$ cat config.mk
export PLATFORM = sky130hd
export DESIGN_NAME = nonogram_sequencer
export DESIGN_NICKNAME = d
export VERILOG_FILES = /design/src/rtl/nonogram_sequencer.sv
export SDC_FILE = /design/constraint.sdc
export NUM_CORES = 1
export LEC_CHECK = 0
export CAP_MARGIN = 20
export CORE_MARGIN = 4
export CORE_UTILIZATION = 43
export DETAILED_ROUTE_END_ITERATION = 7
export HOLD_SLACK_MARGIN = 0.02
export PLACE_DENSITY = 0.81
export SLEW_MARGIN = 5
export SYNTH_ARGS = -nofsm -noshare
export SYNTH_HDL_FRONTEND = slang
export SYNTH_SLANG_ARGS = --single-unit
$ cat constraint.sdc
create_clock -name clk -period 8.4 [get_ports clk]
set_clock_uncertainty 0.15 [all_clocks]
set_input_delay 1.68 -clock clk [delete_from_list [all_inputs] [get_ports clk]]
set_output_delay 1.68 -clock clk [all_outputs]
set_load 0.02 [all_outputs]
$ cat src/rtl/nonogram_sequencer.sv
// nonogram_sequencer: board-level phase controller for the nonogram pipeline.
// Sequences one board at a time through RECEIVE -> SOLVE -> TRANSMIT. A solve-phase
// watchdog diverts to ERROR. An abort input returns to RECEIVE from any phase.
//
// Ports:
//   clk, rst                 clock, asynchronous active-high reset
//   rx_valid, rx_byte        UART byte strobe/data, mirrored on display
//   parsed, m_in, n_in       parser done pulse and board dimensions
//   solved, solution_in      solver done pulse and assigned-cell vector
//   assembled                assembler done pulse
//   abort                    synchronous abort request
//   state                    phase: 0 RECEIVE, 1 SOLVE, 2 TRANSMIT, 3 ERROR
//   sel_solver               FIFO source select (combinational decode of state)
//   solve_start, asm_start   one-cycle start pulses
//   m_out, n_out             latched dimensions
//   solution_out             latched solution
//   timeout_err              watchdog expiry flag
//   boards_done              completed-board counter (wraps)
//   display                  last received byte
//   solve_cycles             last solve duration
//
// Optional feature macro: SEQ_SOLVE_PROFILE_EN (solve-duration profiler).
// Without it, solve_cycles is tied to 0.
module nonogram_sequencer #(
    parameter int unsigned MAX_ROWS       = 11,
    parameter int unsigned MAX_COLS       = 11,
    parameter int unsigned TIMEOUT_CYCLES = 50_000_000,
    parameter int unsigned CNT_W          = 8,
    localparam int unsigned ROW_W         = $clog2(MAX_ROWS + 1),
    localparam int unsigned COL_W         = $clog2(MAX_COLS + 1),
    localparam int unsigned SOL_W         = MAX_ROWS * MAX_COLS
) (
    input  logic             clk,
    input  logic             rst,
    input  logic             rx_valid,
    input  logic [7:0]       rx_byte,
    input  logic             parsed,
    input  logic [ROW_W-1:0] m_in,
    input  logic [COL_W-1:0] n_in,
    input  logic             solved,
    input  logic [SOL_W-1:0] solution_in,
    input  logic             assembled,
    input  logic             abort,
    output logic [1:0]       state,
    output logic             sel_solver,
    output logic             solve_start,
    output logic             asm_start,
    output logic [ROW_W-1:0] m_out,
    output logic [COL_W-1:0] n_out,
    output logic [SOL_W-1:0] solution_out,
    output logic             timeout_err,
    output logic [CNT_W-1:0] boards_done,
    output logic [7:0]       display,
    output logic [31:0]      solve_cycles
);

    localparam int unsigned WD_W = 32;
    // Expiry fires when the watchdog holds TIMEOUT_CYCLES-1, so ERROR lands
    // exactly TIMEOUT_CYCLES cycles after SOLVE entry.
    localparam logic [WD_W-1:0] WD_LIMIT =
        (TIMEOUT_CYCLES == 0) ? '0 : WD_W'(TIMEOUT_CYCLES - 1);
    localparam bit WD_EN = (TIMEOUT_CYCLES != 0);

    typedef enum logic [1:0] {
        ST_RECEIVE  = 2'd0,
        ST_SOLVE    = 2'd1,
        ST_TRANSMIT = 2'd2,
        ST_ERROR    = 2'd3
    } state_e;

    state_e             state_q, state_d;
    logic               solve_start_q, solve_start_d;
    logic               asm_start_q, asm_start_d;
    logic [ROW_W-1:0]   m_q, m_d;
    logic [COL_W-1:0]   n_q, n_d;
    logic [SOL_W-1:0]   sol_q, sol_d;
    logic               terr_q, terr_d;
    logic [CNT_W-1:0]   cnt_q, cnt_d;
    logic [7:0]         disp_q, disp_d;
    logic [WD_W-1:0]    wd_q, wd_d;
`ifdef SEQ_SOLVE_PROFILE_EN
    logic [31:0]        prof_q, prof_d;
    logic [31:0]        scyc_q, scyc_d;
    logic [31:0]        prof_inc;

    // Saturating increment of the free-running solve counter.
    assign prof_inc = (prof_q == 32'hFFFF_FFFF) ? prof_q : prof_q + 32'd1;
`endif

    // State and data registers.
    always_ff @(posedge clk or posedge rst) begin
        if (rst) begin
            state_q       <= ST_RECEIVE;
            solve_start_q <= 1'b0;
            asm_start_q   <= 1'b0;
            m_q           <= '0;
            n_q           <= '0;
            sol_q         <= '0;
            terr_q        <= 1'b0;
            cnt_q         <= '0;
            disp_q        <= '0;
            wd_q          <= '0;
`ifdef SEQ_SOLVE_PROFILE_EN
            prof_q        <= '0;
            scyc_q        <= '0;
`endif
        end else begin
            state_q       <= state_d;
            solve_start_q <= solve_start_d;
            asm_start_q   <= asm_start_d;
            m_q           <= m_d;
            n_q           <= n_d;
            sol_q         <= sol_d;
            terr_q        <= terr_d;
            cnt_q         <= cnt_d;
            disp_q        <= disp_d;
            wd_q          <= wd_d;
`ifdef SEQ_SOLVE_PROFILE_EN
            prof_q        <= prof_d;
            scyc_q        <= scyc_d;
`endif
        end
    end

    // Next-state and next-output logic; abort outranks every phase event.
    always_comb begin
        state_d       = state_q;
        solve_start_d = 1'b0;
        asm_start_d   = 1'b0;
        m_d           = m_q;
        n_d           = n_q;
        sol_d         = sol_q;
        terr_d        = terr_q;
        cnt_d         = cnt_q;
        disp_d        = rx_valid ? rx_byte : disp_q;
        wd_d          = wd_q;
`ifdef SEQ_SOLVE_PROFILE_EN
        prof_d        = prof_q;
        scyc_d        = scyc_q;
`endif

        if (abort) begin
            state_d = ST_RECEIVE;
            terr_d  = 1'b0;
        end else begin
            unique case (state_q)
                ST_RECEIVE: begin
                    if (parsed) begin
                        m_d           = m_in;
                        n_d           = n_in;
                        state_d       = ST_SOLVE;
                        solve_start_d = 1'b1;
                        wd_d          = '0;
`ifdef SEQ_SOLVE_PROFILE_EN
                        prof_d        = '0;
`endif
                    end
                end
                ST_SOLVE: begin
                    if (WD_EN) begin
                        wd_d = wd_q + WD_W'(1);
                    end
`ifdef SEQ_SOLVE_PROFILE_EN
                    prof_d = prof_inc;
`endif
                    if (solved) begin
                        sol_d       = solution_in;
                        asm_start_d = 1'b1;
                        state_d     = ST_TRANSMIT;
`ifdef SEQ_SOLVE_PROFILE_EN
                        // Count includes the cycle that carries the solved pulse.
                        scyc_d      = prof_inc;
`endif
                    end else if (WD_EN && (wd_q == WD_LIMIT)) begin
                        state_d = ST_ERROR;
                        terr_d  = 1'b1;
                    end
                end
                ST_TRANSMIT: begin
                    if (assembled) begin
                        state_d = ST_RECEIVE;
                        cnt_d   = cnt_q + CNT_W'(1);
                    end
                end
                ST_ERROR: begin
                    state_d = ST_ERROR;
                end
            endcase
        end
    end

    assign state        = state_q;
    assign sel_solver   = (state_q == ST_SOLVE);
    assign solve_start  = solve_start_q;
    assign asm_start    = asm_start_q;
    assign m_out        = m_q;
    assign n_out        = n_q;
    assign solution_out = sol_q;
    assign timeout_err  = terr_q;
    assign boards_done  = cnt_q;
    assign display      = disp_q;
`ifdef SEQ_SOLVE_PROFILE_EN
    assign solve_cycles = scyc_q;
`else
    assign solve_cycles = 32'd0;
`endif

endmodule

Yosys cells after proc, flatten, opt, wreduce, memory -nomap -nowiden --
Index checks and enable logic that the tools add are counted.
Operators by class: add/sub/neg operators 2, eq/ne operators 9, multiplexer cells 18, bitwise logic cells 1, reduce and logical (&&, ||, !) cells 10
Operators with widths (number):
- $pmux W32 S2 | 1
- $add A32 B1 Y32 const B | 1
- $eq A32 B26 Y1 const B | 1
- $mux W32 | 1
- $reduce_and A3 Y1 | 6
- $mux W1 | 10
- $mux W2 | 5
- $add A8 B1 Y8 const B | 1
- $pmux W2 S4 | 1
- $ne A3 B3 Y1 const B | 2
- $reduce_bool A2 Y1 | 3
- $eq A2 B2 Y1 const B | 2
- $ne A4 B3 Y1 const B | 1
- $eq A2 B1 Y1 const B | 1
- $logic_not A2 Y1 | 1
- $ne A2 B1 Y1 const B | 1
- $ne A2 B2 Y1 const B | 1
- $not A1 Y1 | 1
Word-level totals: register bits after elaboration 182, input bits 144, output and inout bits 183, word-level logic and storage cells 50

Logic depth before layout (Yosys ltp) --
Gate-level depths: netlist of the first run.
word-level depth 5, gate-level depth with buffers 7, gate-level depth less buffers 5

Worst setup path after synthesis of the first run --
No wires, ideal clock.
kind input to register, start point input port abort, end point register wd_q[31], library setup time 0.078 ns, data arrival time 3.473 ns, required time 8.172 ns, setup slack 4.699 ns, stages 6, buffers on the path 2, cell sequence buf_2 or3b_4 or4_4 buf_6 or4_1 a21oi_1
Between the ends: cells in the longest elaborated chain, start to end 2
RTL lines:
- from (decl) | line 43 | input logic abort,
- $not A1 Y1 (no source line)
- $reduce_and A3 Y1 (no source line)
- to (signal assigned) | line 117 | wd_q <= wd_d;
- to (decl) | line 80 | logic [WD_W-1:0] wd_q, wd_d;
Every way passes these cells. A chain may end at the register's enable or synchronous reset.

Final worst setup path of the first run --
start point input port abort, end point register sol_q[32] (netlist: solution_out[32])
Between the ends: cells in the longest elaborated chain, start to end 2
RTL lines:
- $not A1 Y1 (no source line)
- $reduce_and A3 Y1 (no source line)
- to (signal assigned) | line 113 | sol_q <= sol_d;
- to (decl) | line 76 | logic [SOL_W-1:0] sol_q, sol_d;
Every way passes these cells.

==> impl_metrics.tcl, run 1 <==
set metrics [dict create \
    gp_congestion 0.7942 \
    yosysTopAreaCellShare_pct 59.09 \
    yosysSeqAreaShare_pct 59.09 \
    insertion_delay_ps 420 \
    synth_area_leader_cell "dfrtp_1" \
    drv_cap 0 \
    cp.arrival_ps 4990 \
    hp-class "reg2reg" \
    max_freq_mhz 206.8 \
    io_pins 327 \
    postSynthAreaPerCell_sq_um 13.04 \
    yosys_warnings 0 \
    fillers 1353 \
    timing.rr.start "state[1]$_DFFE_PP0P_" \
    synthArstFlopShare_pct 100.0 \
    tightest_slew_ps 980.2 \
    area_growth_pct 45.46 \
    crit_type "in2reg" \
    root_buffer "clkbuf_16" \
    netlist_top_cells_count "dfrtp_1 (182), mux2_2 (131), nand2_1 (44)" \
    synth_area_leaders "dfrtp_1 (59%), mux2_2 (19%), buf_4 (3.1%)" \
    drive_gt1_share_pct 20.05 \
    core_area_sq_um 17420 \
    antenna_cells 0 \
    synth_cells 591 \
    grt_max_degree 110 \
    crit_fanout 65 \
    portBuffers 294 \
    hold_start "n_out[0]$_DFFE_PP0P_" \
    holdPathEnd "n_out[0]$_DFFE_PP0P_" \
    multiInputGateArea_sq_um 2845 \
    ir_worst_vdd_uv 163.3 \
    ff2ff_path_depth 4 \
    drc 0 \
    grt_use_total_pct 19.76 \
    final_nets 1017 \
    drt_first_pass_iters 4 \
    fp.dieH_um 141.9 \
    grt_overflow 0 \
    ys_ff_latch 182 \
    crit_path_start_kind "input pin" \
    rsz0062_at_grt "false" \
    drt_wl_total_um 20610 \
    dieArea_sq_um 20130 \
    ys.flop_type "dfrtp_1" \
    crit_path_end_kind "flop" \
    maxSlewViolCount 0 \
    clkSlewWorstSetupHoldPaths_ps 60 \
    p_leak_nw 4.665 \
    post_drt_wl_per_cell_um 18.60 \
    cts.path.max_buffers 2 \
    antenna_left 0 \
    grt_pass1_wl_um 31030 \
    cts_buffers 17 \
    num_rows 48 \
    holdBufCountCts 0 \
    tns_ps 0 \
    yosys.cell_count.top_type "dfrtp_1" \
    vias 5552 \
    hold_depth 2 \
    cts_tree "done" \
    seq_area_sq_um 4554 \
    fin_crit_ps 4836 \
    cts_resized 0 \
    hold_viol 0 \
    setup_viol 0 \
    start_util_pct 44.25 \
    viasPerCell 5.011 \
    outcome "complete, no violations" \
    r2r-end "solution_out[32]$_DFFE_PP0P_" \
    reg2reg_slack_ps 4900 \
    power_density_nw_per_um2 251.6 \
    fin_crit_sh_pct 57.58 \
    grt_pass1_vias 5644 \
    synth_edf_count 0 \
    drtIter0Drc 247 \
    ys_types 40 \
    hpwlAfterDp_um 15190 \
    finalPower_w 0.002820 \
    critPathRequiredTime_ps 8550 \
    clkSinkCount 182 \
    htree_num_levels 4 \
    die_w_um 141.9 \
    slew_headroom_pct 34.65 \
    cts_setup_buffers 0 \
    antenna_found_initial 0 \
    synth.cell_area_sq_um 7707 \
]
## placed cells by master, fill, tap and decap left out, drive strengths merged, types with 4 or more instances in the layout
master           n
and4             4
nand3           12
clkdlybuf4s50  294
o21ai            4
or4             18
dfrtp          182
nand4           15
nand2           44
inv              9
or2              8
xor2             8
conb            32
o31ai           18
a21oi           18
nor2            11
nor4             7
clkbuf          18
xnor2            4
mux2i            7
mux2           131
and3             5
clkinv           8
## area by class of cell
type	count	area share, %
sequential	182	40.62
tap	225	2.511
multi-input combinational	367	25.38
clock buffer	18	3.917
clock inverter	13	0.9040
inverter	7	0.2790
timing repair buffer	296	26.38
## worst max-delay path: stages
cell	delay, ps
clkdlybuf4s50_1	550
nor3b_1	700
and2_4	770
buf_4	770
mux2_2	420
## flip-flops by register name, summed over array words and instances (netlist names)
| name | flops |
|---|---|
| asm_start | 1 |
| boards_done | 8 |
| display | 8 |
| m_out | 4 |
| n_out | 4 |
| solution_out | 121 |
| solve_start | 1 |
| state | 2 |
| timeout_err | 1 |
| wd_q | 32 |
## per-stage QoR
step / util (%) / cell area (sq um) / std cells / setup slack [ps] / hold WS [ps]
floorplan: - / 7824 / 622 / 1626 / 334.1
global placement: 61.26 / 10670 / 1077 / 3173 / 305.6
detailed placement: 61.26 / 10670 / 1077 / 3151 / 313.0
CTS: 64.37 / 11210 / 1108 / 3598 / 327.6
global route: 64.37 / 11210 / 1108 / 3383 / 343.5
finish: 64.37 / 11210 / 1108 / 3564 / 327.5
## where the power goes
group | internal (W) | total [W] | switching [W]
combinational | 0.000492 | 0.000933 | 0.000440
sequential | 0.00106 | 0.00115 | 0.0000954
clock | 0.000389 | 0.000735 | 0.000346
total | 0.00194 | 0.00282 | 0.000882
## worst max-delay path by stage
stage | slack [ps] | cells after the start | from | to
2_1_floorplan | 1630 | 1 | rst | asm_start$_DFF_PP0_
3_3_place_gp | 3170 | 5 | abort | solution_out[44]$_DFFE_PP0P_
3_5_place_dp | 3150 | 5 | abort | solution_out[48]$_DFFE_PP0P_
4_1_cts | 3600 | 5 | abort | solution_out[57]$_DFFE_PP0P_
5_1_grt | 3380 | 5 | abort | solution_out[26]$_DFFE_PP0P_
6_report | 3560 | 5 | abort | solution_out[32]$_DFFE_PP0P_
## cells by family after synthesis
group	count (synthesis)	synth area share, %
compound gates	45	3.734
buf+inv	73	5.536
other cells	1	0.04865
flops	182	59.09
mux	138	20.05
simple gates	138	9.854
xor+xnor	12	1.364
fa+ha+maj	2	0.3246
## metal layers
metal | wire (um) | track usage, % | up-vias | part of all wire (%)
met5 | 0 | 0 | - | 0
met2 | 10390 | 33.08 | 220 | 50
met4 | 535 | 6.667 | 0 | 2.6
met1 | 8091 | 24.15 | 2691 | 39
li1 | - | - | 2605 | -
met3 | 1590 | 6.471 | 36 | 7.7
Power figures use the tool's default switching activity.
==> run 2: changes to the inputs <==
--- a/config.mk
+++ b/config.mk
@@ -7,10 +7,10 @@
 export LEC_CHECK = 0
 export CAP_MARGIN = 20
 export CORE_MARGIN = 4
-export CORE_UTILIZATION = 43
+export CORE_UTILIZATION = 39
 export DETAILED_ROUTE_END_ITERATION = 7
 export HOLD_SLACK_MARGIN = 0.02
-export PLACE_DENSITY = 0.81
+export PLACE_DENSITY = 0.77
 export SLEW_MARGIN = 5
 export SYNTH_ARGS = -nofsm -noshare
 export SYNTH_HDL_FRONTEND = slang
==> constraint.sdc (replaced) <==
create_clock -name clk -period 3.9 [get_ports clk]
set_clock_uncertainty 0.15 [all_clocks]
set_input_delay 0.78 -clock clk [delete_from_list [all_inputs] [get_ports clk]]
set_output_delay 0.78 -clock clk [all_outputs]
set_load 0.02 [all_outputs]
==> impl_metrics.tcl, run 2 (synthesis gave the netlist of run 1 again) <==
set metrics [dict create \
    fin_cells 1160 \
    vias 5661 \
    fp.dieH_um 148.6 \
    start_util_pct 39.60 \
    cts_buffers 17 \
    power_density_nw_per_um2 538.4 \
    rsz0062_at_grt "false" \
    setup_viol 0 \
    hp-class "reg2reg" \
    antenna_cells 0 \
    tns_ps 0 \
    startpoint "abort" \
    ir_worst_vdd_uv 303.3 \
    layout_commonest_cell "clkdlybuf4s50_1" \
    portBuffers 294 \
    crit_type "in2reg" \
    maxSlewViolCount 0 \
    hold_viol 0 \
    viasPerCell 4.880 \
    slowest_stage "or4_1" \
    multiInputGateArea_sq_um 2845 \
    drc 0 \
    cts.path.max_buffers 2 \
    fin_crit_sh_pct 73.97 \
    gp_congestion 0.7814 \
    grt_pass1_wl_um 31630 \
    io_pins 327 \
    fin_crit_ps 2885 \
    slowest_delay_ps 680 \
    grt_use_met1_pct 23.07 \
    dpl_cell_area_sq_um 10880 \
    drive_gt1_share_pct 21.01 \
    critPathRequiredTime_ps 4080 \
    drtIter0Drc 271 \
    final_cell_mix "clkdlybuf4s50_1 (294), dfrtp_1 (182), mux2_2 (131)" \
    fillers 1562 \
    seqPwrFrac_pct 40.2 \
    grt_overflow 0 \
    drt_wl_total_um 20620 \
    dp.cells 1128 \
    cts_resized 0 \
    crit_top_cell "or4_1" \
    cts_setup_buffers 0 \
    crit_path_end_kind "flop" \
    insertion_delay_ps 430 \
    antenna_left 0 \
    grtUsageMet3_pct 4.662 \
    grt_pass1_vias 5677 \
    crit_fanout 10 \
    largest_register_ffs 121 \
    use_met2_pct 31.10 \
    core_area_sq_um 19460 \
    cts_tree "done" \
    slew_headroom_pct 45.65 \
    num_rows 51 \
    tightest_slew_ps 813.0 \
    htree_num_levels 4 \
    outcome "complete, no violations" \
    finalPower_w 0.006167 \
    max_freq_mhz 346.6 \
    worstPathCellList "clkdlybuf4s50_1 -> or3b_4 -> or4_1 -> or4_1 -> a21oi_1" \
    netSwitchingPower_w 0.001951 \
    hpwlAfterDp_um 15490 \
    grt_use_total_pct 18.34 \
    grt_max_degree 62 \
    drt_first_pass_iters 4 \
    critPathTopFamily "simple AND/OR/NAND/NOR gates" \
    antenna_found_initial 0 \
    drv_cap 0 \
    p_leak_nw 4.755 \
    root_buffer "clkbuf_16" \
    area_growth_pct 48.60 \
    timing.critical_path.buf_inv 1 \
    final_nets 1028 \
    hold_start "m_out[0]$_DFFE_PP0P_" \
    dieArea_sq_um 22080 \
    clkSinkCount 182 \
    post_drt_wl_per_cell_um 17.78 \
    p_int_w 0.004216 \
    cp.arrival_ps 3060 \
    clkSlewWorstSetupHoldPaths_ps 70 \
    clockPowerShare_pct 27.1 \
    timing.rr.start "state[1]$_DFFE_PP0P_" \
    holdBufCountCts 0 \
    busiest_layer "met2" \
    crit_path_start_kind "input pin" \
    stdcell_area_sq_um 11450 \
    seq_area_sq_um 4554 \
    pwr-share-comb_pct 32.7 \
    swShare_pct 31.64 \
    die_w_um 148.6 \
]
run 2: cell count changes in the layout (fill, tap and decap cells not counted):
cell | before | now
buf_12 | 0 | 6
buf_4 | 2 | 7
clkinv_2 | 3 | 0
clkinv_8 | 0 | 2
inv_8 | 1 | 3
clkbuf_1 | 0 | 1
clkinv_4 | 4 | 3
run 2: power groups by stage:
stage	Sequential (W)	Clock, W	Combinational [W]
finish	0.00248	0.00167	0.00202
global route	0.00254	0.00180	0.00212
CTS	0.00248	0.00172	0.00205
detailed placement	0.00252	0	0.00204
global placement	0.00250	0	0.00201
floorplan	0.00299	0	0.000474
run 2: layout make-up:
class	instances	share of cell area, %
Clock buffer	19	3.867
Clock inverter	13	1.169
Inverter	7	0.2622
Multi-Input combinational cell	367	24.84
Sequential cell	182	39.76
Tap cell	265	2.895
Timing Repair Buffer	307	27.20
run 2: worst paths after layout:
kind                                                 endpoint  slack (ps)  cells after the start
worst max register to register           wd_q[27]$_DFFE_PP0P_        1420                      4
max in group asynchronous                 wd_q[8]$_DFFE_PP0P_        2170                      3
worst min-delay path                     m_out[0]$_DFFE_PP0P_         320                      2
worst min register to register           m_out[0]$_DFFE_PP0P_         320                      2
worst max-delay path                     wd_q[27]$_DFFE_PP0P_        1020                      5
min in group asynchronous       solution_out[119]$_DFFE_PP0P_         670                      2
run 2: stage by stage:
stage	util [%]	hold slack (ps)	setup slack, ps
after global routing	58.85	354.3	931.0
final	58.85	324.5	1015
after floorplan	-	334.1	633.4
after CTS	58.85	325.7	1043
after global placement	55.89	306.7	608.1
after detailed placement	55.89	311.9	575.1
run 2: worst min-delay path, cell delays in order, from the launching register on:
cell	delay, ps
dfrtp_1	340
nand2_1	50
nand2_1	50
run 2: per-layer routing:
layer	part of all wire, %	wire length (um)	vias up
met5	0	0	-
met4	2.0	416	0
met3	6.4	1312	24
met2	51	10540	198
met1	41	8353	2822
li1	-	-	2617
